`src/rtl/ifu_pkg.sv`:
```
// Shared core package for the fetch unit.
// Address map defaults, exception codes and fetch state encoding.
package ifu_pkg;

  localparam logic [31:0] RESET_PC = 32'h0000_3000;
  localparam logic [31:0] IM_BASE  = 32'h0000_3000;
  localparam logic [31:0] IM_LIMIT = 32'h0000_6ffc;

  localparam logic [4:0] EXC_NONE = 5'd0;
  localparam logic [4:0] EXC_ADEL = 5'd4;

  typedef enum logic [1:0] {
    ST_FETCH = 2'd0,
    ST_WAIT  = 2'd1,
    ST_FULL  = 2'd2
  } fetch_state_t;

endpackage

```
`src/rtl/ifu.sv`:
```
// Instruction-fetch stage: owns the PC, fetches over req/gnt/rvalid,
// buffers one instruction for F/D, applies delayed redirects and flushes.
// Ports: clk, reset (async active-low); enable/flush/redirect control;
// imem_* fetch handshake; F_pc/F_instr/F_valid/F_exc toward F/D.
module ifu
  import ifu_pkg::*;
#(
  parameter logic [31:0] P_RESET_PC = RESET_PC,
  parameter logic [31:0] P_IM_BASE  = IM_BASE,
  parameter logic [31:0] P_IM_LIMIT = IM_LIMIT
) (
  input  logic        clk,
  input  logic        reset,
  input  logic        enable,
  input  logic        flush,
  input  logic [31:0] flush_pc,
  input  logic        redirect,
  input  logic [31:0] redirect_pc,
  output logic        imem_req,
  output logic [31:0] imem_addr,
  input  logic        imem_gnt,
  input  logic        imem_rvalid,
  input  logic [31:0] imem_rdata,
  output logic [31:0] F_pc,
  output logic [31:0] F_instr,
  output logic        F_valid,
  output logic [4:0]  F_exc
);

  fetch_state_t state;
  logic [31:0]  pc;
  logic [31:0]  ibuf;
  logic [4:0]   exc;
  logic         valid;
  logic         drop;
  logic         redir_pend;
  logic [31:0]  redir_tgt;

  logic         legal;
  logic         granted;
  logic         consume;
  logic [31:0]  next_pc;

  assign legal = (pc[1:0] == 2'b00)
              && (pc >= P_IM_BASE)
              && (pc <= P_IM_LIMIT);

  assign imem_req = reset
                 && (state == ST_FETCH)
                 && legal;

  assign granted = imem_req && imem_gnt;
  assign consume = (state == ST_FULL) && enable;

  // A redirect arriving with the consume wins over a stale pending one.
  assign next_pc = redirect   ? redirect_pc :
                   redir_pend ? redir_tgt   :
                                pc + 32'd4;

  assign imem_addr = pc;
  assign F_pc      = pc;
  assign F_instr   = ibuf;
  assign F_valid   = valid;
  assign F_exc     = exc;

  always_ff @(posedge clk or negedge reset) begin
    if (!reset) begin
      state      <= ST_FETCH;
      pc         <= P_RESET_PC;
      ibuf       <= 32'd0;
      exc        <= EXC_NONE;
      valid      <= 1'b0;
      drop       <= 1'b0;
      redir_pend <= 1'b0;
      redir_tgt  <= 32'd0;
    end else if (flush) begin
      pc         <= flush_pc;
      redir_pend <= 1'b0;
      ibuf       <= 32'd0;
      exc        <= EXC_NONE;
      valid      <= 1'b0;
      unique case (state)
        ST_FETCH: begin
          // A request granted now still returns data; mark it stale.
          state <= granted ? ST_WAIT : ST_FETCH;
          drop  <= granted;
        end
        ST_WAIT: begin
          if (imem_rvalid) begin
            state <= ST_FETCH;
            drop  <= 1'b0;
          end else begin
            drop  <= 1'b1;
          end
        end
        default: begin
          state <= ST_FETCH;
          drop  <= 1'b0;
        end
      endcase
    end else begin
      // The instruction in F when a redirect lands is the delay slot,
      // so the target is held until that slot is consumed.
      if (consume) begin
        redir_pend <= 1'b0;
      end else if (redirect) begin
        redir_pend <= 1'b1;
        redir_tgt  <= redirect_pc;
      end
      unique case (state)
        ST_FETCH: begin
          if (!legal) begin
            state <= ST_FULL;
            ibuf  <= 32'd0;
            exc   <= EXC_ADEL;
            valid <= 1'b1;
          end else if (imem_gnt) begin
            state <= ST_WAIT;
          end
        end
        ST_WAIT: begin
          if (imem_rvalid) begin
            if (drop) begin
              drop  <= 1'b0;
              state <= ST_FETCH;
            end else begin
              ibuf  <= imem_rdata;
              exc   <= EXC_NONE;
              valid <= 1'b1;
              state <= ST_FULL;
            end
          end
        end
        default: begin
          if (enable) begin
            pc    <= next_pc;
            state <= ST_FETCH;
            ibuf  <= 32'd0;
            exc   <= EXC_NONE;
            valid <= 1'b0;
          end
        end
      endcase
    end
  end

endmodule

```
`config.mk`:
```
export PLATFORM = sky130hd
export DESIGN_NAME = ifu
export DESIGN_NICKNAME = d
export VERILOG_FILES = /design/src/rtl/ifu_pkg.sv /design/src/rtl/ifu.sv
export SDC_FILE = /design/constraint.sdc
export NUM_CORES = 1
export LEC_CHECK = 0
export ABC_AREA = 1
export ABC_CLOCK_PERIOD_IN_PS = 1700
export CAP_MARGIN = 20
export CORE_ASPECT_RATIO = 1.25
export CORE_MARGIN = 3
export CORE_UTILIZATION = 64
export DETAILED_ROUTE_END_ITERATION = 6
export DONT_BUFFER_PORTS = 1
export PLACE_DENSITY = 0.8
export REMOVE_ABC_BUFFERS = 1
export SETUP_SLACK_MARGIN = 0.15
export SLEW_MARGIN = 30
export SYNTH_ARGS = -nofsm -noshare
export SYNTH_HDL_FRONTEND = slang
export SYNTH_SLANG_ARGS = --single-unit
```
`constraint.sdc`:
```
create_clock -name clk -period 1.7 [get_ports clk]
set_input_delay 0.34 -clock clk [delete_from_list [all_inputs] [get_ports clk]]
set_output_delay 0.34 -clock clk [all_outputs]
set_load 0.01 [all_outputs]
```
==> impl_metrics.csv, run 1 <==
group,metric,value,unit
sta,period_share,117,%
sta,setup_viol,47,
cells_and_area,final_nets,993,
die,fp.dieArea,10900,sq um
yosys,synthMuxAreaShare,0,%
global_routing,grt_usage,33.3,%
global_routing,globalRouteOverflowTotal,0,
sta,fin_crit,2.00,ns
yosys,synth_seq_cells,102,
clock_tree,root_buffer,"clkbuf_16",
placed_design,dp_hpwl,12100,um
yosys,synth_top_family_by_area,"simple AND/OR/NAND/NOR gates",
yosys,synth-simple-area-share,34.6,%
critical_path,startpoint_type,"flop",
sta,finClkSkew,0.00875,ns
critical_path,critPathKind,"reg2out",
yosys,synth_top_area_cell,"dfrtp_1",
yosys,synth_compound_area_share,12.1,%
placed_design,placedCellCount,981,
die,start_util,66.5,%
yosys,ys_async_sr_fraction,100,%
die,floorplan.die.height,116,um
yosys,netlist-cell-type-count,39,
pwr,power,0.00755,W
sta,finalHoldViolCount,102,
clock_tree,clock_sinks,102,
cells_and_area,area_delta_synth_final,21.6,%
run_status,violations,"negative hold slack, negative setup slack",
yosys,syn_avg_cell_area,7.13,sq um
drt,drt-pass1-iter-count,5,
sta,finalMaxSlewViolations,0,
clock_tree,htreeDepth,3,
critical_path,critPathCaptureType,"output port",
cells_and_area,final_area,7500,sq um
critical_path,worstPathArrival,1.66,ns
clock_tree,cts_buffer_depth,2,
drt,drc,0,
pwr,ir_drop,654,uV
drt,ant_nets,0,
die,ios,206,
yosys,synth_top_area_share,40.6,%
yosys,synth_fa_ha_area_share,0.406,%
global_routing,grt_pass1_vias,5844,
cells_and_area,regArea,2560,sq um
yosys,ys_warn_count,0,
clock_tree,cts_tree,"done",
sta,fmax,0.501,GHz
clock_tree,path_clk_slew,0.08,ns
die,fp.dieW,93.8,um
clock_tree,cts_buffers,9,
global_routing,antenna_found_initial,0,
placed_design,gp_congestion,0.918,
drt,drtIter0Drc,470,
global_routing,grt_start_max_net_pins,104,
die,row_count,39,
yosys,synth_edf_count,0,
cells_and_area,final.fill_count,591,
critical_path,crit_start,"F_pc[13]",
yosys,synthFlopType,"dfrtp_1",
drt,routedWlPerCell,19.0,um
job,maxCapViolations,0,
drt,viasPerCell,6.00,
yosys,syn-cell-area,6160,sq um
pwr,p_per_area,1010,nW/um^2
placed_design,portBuffers,0,
cells_and_area,instances_no_fill,1016,
yosys,synthTopCellsByArea,"dfrtp_1 (41%), nand2_1 (23%), nor2_1 (6.6%)",
cells_and_area,multi_input_area,3470,sq um
sta,timing.hold.ws,-0.330,ns
placed_design,pre_cts_ws,-0.0314,ns
yosys,ys_seq_area_share,41.5,%
clock_tree,clk_latency,0.36,ns
global_routing,grt_pass1_wl,28100,um
drt,vias,6099,
die,coreArea,9270,sq um
run_status,status,"finished, violations left",
hold_path,hold_class,"in2async",
yosys,synth_xor_area_share,1.42,%
placed_design,dpl_cell_area,6400,sq um
yosys,syn_inst,865,
critical_path,r2r-start,"F_pc[13]",
cells_and_area,diodes,0,
critical_path,critical_path_required,1.36,ns
cells_and_area,layout-drive-gt1-share,27.8,%
pwr,p_leak,3.51,nW
drt,drt-total-wl,19300,um
sta,fin_ws,-0.296,ns
critical_path,crit_fanout,3,
sta,rsz0062_at_grt,"true",
per-stage QoR:
step	util [%]	setup TNS, ns
3_5_place_dp	69.0	-0.0626
4_1_cts	75.8	-3.03
2_1_floorplan	-	-41.15
6_report	80.9	-7.83
5_1_grt	80.9	-11.41
3_3_place_gp	69.0	0
sequential cells by signal, indices dropped and copies added (netlist names):
signal      cells
F_exc           1
state           2
F_valid         1
F_instr        32
drop            1
redir_pend      1
redir_tgt      32
F_pc           32
synth_stat cells, drive strengths merged (3+ instances only):
cell / n
nor2: 117
xor2: 9
a21oi: 20
nand4: 3
clkbuf: 13
nand2: 375
inv: 36
a221oi: 13
buf: 60
nand3: 27
dfrtp: 100
o21ai: 65
nand3b: 6
o211ai: 5
power breakdown:
part	internal, W	switching [W]	leakage (nW)
registers	0.00275	0.000282	1.30
clock network	0.00118	0.00104	0.151
logic	0.000871	0.00143	2.06
cell families after synthesis:
group / Yosys count
flops: 102
other cells: 1
simple gates: 531
buf+inv: 109
xor+xnor: 10
fa+ha+maj: 2
compound gates: 110
layout by cell type (no fill, tap or decap), types with 2 or more instances in the layout:
cell type	n
buf_12	8
inv_8	2
nand3_4	5
buf_6	15
nand3b_1	6
inv_1	25
nand2_4	8
nor2_2	13
nand2_2	35
buf_16	2
inv_2	8
dfrtp_1	95
o22ai_1	2
o21bai_1	2
clkbuf_16	9
o21ai_0	11
dfrtp_2	5
buf_8	2
a221oi_1	13
a21oi_1	19
nand3_2	7
conb_1	4
nor2_1	81
o21ai_2	31
nand2_8	2
dfstp_2	2
inv_6	4
nor2_4	23
o21ai_1	22
nand3_1	15
o211ai_1	5
xor2_1	9
nand4_4	2
buf_4	54
nand2_1	330
per-layer routing:
metal	track usage [%]	vias to the layer above	part of all wire [%]
met5	0	-	0
met4	16.2	0	5.7
met3	8.57	93	9.3
met2	59.5	401	51
met1	36.7	2857	34
li1	-	2748	-
cell type report:
cell class / count / share of cell area [%]
well taps: 123 / 2.05
clock buffers: 9 / 3.00
repair buffers: 82 / 11.4
inverters: 36 / 1.92
flip-flops and latches: 102 / 34.2
multi-input cells: 657 / 46.3
clock inverters: 7 / 1.15
worst paths after layout:
check                           endpoint  slack (ns)  cells after the start
setup / recovery                imem_req       -0.30                      7
hold / removal                   F_pc[8]       -0.33                      0
setup reg to reg                F_pc[27]       -0.29                     15
hold reg to reg            redir_tgt[14]        0.48                      2
max in group asynchronous       F_pc[12]        1.80                      0
min in group clk           redir_tgt[13]        0.09                      2
what timing repair did:
action	4_1_cts	5_1_grt
gates cloned	3	0
setup endpoints to repair	80	94
pin swaps	18	33
buffers inserted	4	12
gates resized for setup	53	113
hold endpoints to repair	102	102
critical path, cell delays in order (launching register included):
cell,delay (ns)
dfstp_2,0.58
nand2_4,0.09
nand2_2,0.10
nand4_4,0.08
nor2_4,0.12
inv_2,0.05
nor3_2,0.11
buf_4,0.14
Note: power is estimated with default switching activity, not from simulation.
==> run 2, diff against run 1 <==
Settings changed: SETUP_SLACK_MARGIN 0.15 to 0.1.
==> run 2 against run 1 <==
  * The run still ends with negative hold slack, negative setup slack left
  * Sequential share of layout area up 0.28 points
  * Largest power group unchanged
  * Register-to-register slack better by 0.08 ns
  * Via count down 0.92%
  * Largest cell class unchanged
  * Critical path depth unchanged
==> impl_metrics.csv, run 2 (synthesis results as in run 1) <==
group,metric,value,unit
run_status,status,"finished, violations left",
run_status,violations,"negative hold slack, negative setup slack",
critical_path,path_cells,"nand2_4 > nand2_2 > nand4_4 > nor2_4 > inv_2 > nor3_2 > buf_4",
critical_path,startpoint_type,"flop",
drt,ant_nets,0,
job,maxCapViolations,0,
pwr,ir_drop,747,uV
cells_and_area,diodes,0,
critical_path,worstPathArrival,1.68,ns
critical_path,crit_start,"F_pc[12]",
sta,setup_viol,43,
critical_path,max_stage_delay,0.57,ns
clock_tree,cts_buffers,9,
sta,finClkSkew,0.00675,ns
global_routing,grt_pass1_wl,27800,um
sta,fin_ws,-0.315,ns
hold_path,hold_class,"in2async",
cells_and_area,mostFrequentLayoutCell,"nand2_1",
clock_tree,htreeDepth,3,
cells_and_area,mostFrequentLayoutCells,"nand2_1 (319), dfrtp_1 (97), nor2_1 (82)",
cells_and_area,fin_util,80.1,%
cells_and_area,instances_no_fill,1011,
pwr,p_leak,3.49,nW
clock_tree,clock_sinks,102,
drt,drt-pass1-iter-count,7,
sta,finalMaxSlewViolations,0,
drt,routedWlPerCell,18.5,um
critical_path,timing.critical_path.buf_inv,2,
cells_and_area,layout-drive-gt1-share,28.3,%
die,floorplan.die.height,116,um
die,ios,206,
clock_tree,cts_tree,"done",
critical_path,ff2ff_setup_slack,-0.21,ns
cells_and_area,final.fill_count,609,
critical_path,r2r-start,"F_pc[13]",
placed_design,portBuffers,0,
global_routing,globalRouteOverflowTotal,0,
clock_tree,cts_buffer_depth,2,
critical_path,critPathCaptureType,"output port",
critical_path,worstRegToRegCells,12,
critical_path,critPathSlowestCell,"dfstp_2",
drt,viasPerCell,5.98,
sta,period_share,119,%
sta,finalHoldViolCount,102,
sta,fmax,0.496,GHz
critical_path,critical_path_required,1.36,ns
drt,drtIter0Drc,532,
global_routing,grt_start_max_net_pins,104,
placed_design,dp_hpwl,12100,um
die,start_util,66.5,%
global_routing,antenna_found_initial,0,
critical_path,crit_fanout,3,
critical_path,crit_cells,7,
global_routing,grt_pass1_vias,5814,
sta,fin_crit,2.02,ns
global_routing,grt_usage,32.9,%
drt,drc,0,
drt,vias,6043,
pwr,p_per_area,1010,nW/um^2
die,coreArea,9270,sq um
critical_path,critPathCapture,"imem_req",
die,row_count,39,
sta,timing.hold.ws,-0.330,ns
drt,drt-total-wl,18700,um
critical_path,rr_endpoint,"F_instr[5]",
critical_path,critPathTopFamily,"flip-flops",
cells_and_area,final_nets,988,
die,fp.dieArea,10900,sq um
die,fp.dieW,93.8,um
placed_design,gp_congestion,0.918,
sta,rsz0062_at_grt,"true",
clock_tree,path_clk_slew,0.08,ns
clock_tree,root_buffer,"clkbuf_16",
placed_design,placedCellCount,981,
critical_path,critPathKind,"reg2out",
cells_and_area,area_delta_synth_final,20.5,%
clock_tree,clk_latency,0.36,ns
-- run 2: where the power goes --
group | switching [W] | total, W | internal [W]
clock network | 0.00104 | 0.00222 | 0.00118
registers | 0.000274 | 0.00303 | 0.00275
logic | 0.00139 | 0.00224 | 0.000852
total | 0.00270 | 0.00748 | 0.00478
-- run 2: worst min-delay path by stage --
stage / end / slack, ns / startpoint
2_1_floorplan: F_exc[2] / 0.04 / reset
3_3_place_gp: redir_tgt[7] / 0.05 / reset
3_5_place_dp: redir_tgt[11] / 0.05 / reset
4_1_cts: F_instr[24] / -0.33 / reset
5_1_grt: redir_tgt[21] / -0.33 / reset
6_report: F_pc[7] / -0.33 / reset
-- run 2: repair_timing --
action	4_1_cts	5_1_grt
gates cloned	3	1
hold endpoints to repair	102	102
buffers inserted	4	7
pin swaps	19	26
endpoints found under the setup margin	50	77
resized for setup	44	116
-- run 2: layout make-up --
type / instances / area, sq um / area share [%]
well taps: 123 / 154 / 2.07
multi-input cells: 657 / 3450 / 46.5
clock buffers: 9 / 225 / 3.03
inverters: 36 / 143 / 1.92
repair buffers: 77 / 808 / 10.9
clock inverters: 7 / 86.3 / 1.16
flip-flops and latches: 102 / 2560 / 34.4
-- run 2: stage by stage --
stage	instance area, sq um	worst slack, ns	hold slack, ns	setup TNS (ns)	total power (W)
2_1_floorplan	5700	-0.968	0.0444	-41.15	0.00414
6_report	7430	-0.315	-0.330	-5.74	0.00748
5_1_grt	7430	-0.417	-0.330	-8.64	0.00781
4_1_cts	7000	-0.291	-0.335	-2.74	0.00719
3_5_place_dp	6400	-0.0314	0.0478	-0.0626	0.00488
3_3_place_gp	6400	0.0165	0.0470	0	0.00482
-- run 2: per-layer routing --
layer	track usage (%)	wire [um]
met1	36.5	6340
met5	0	0
met4	17.5	1020
met3	7.08	1780
met2	58.8	9520
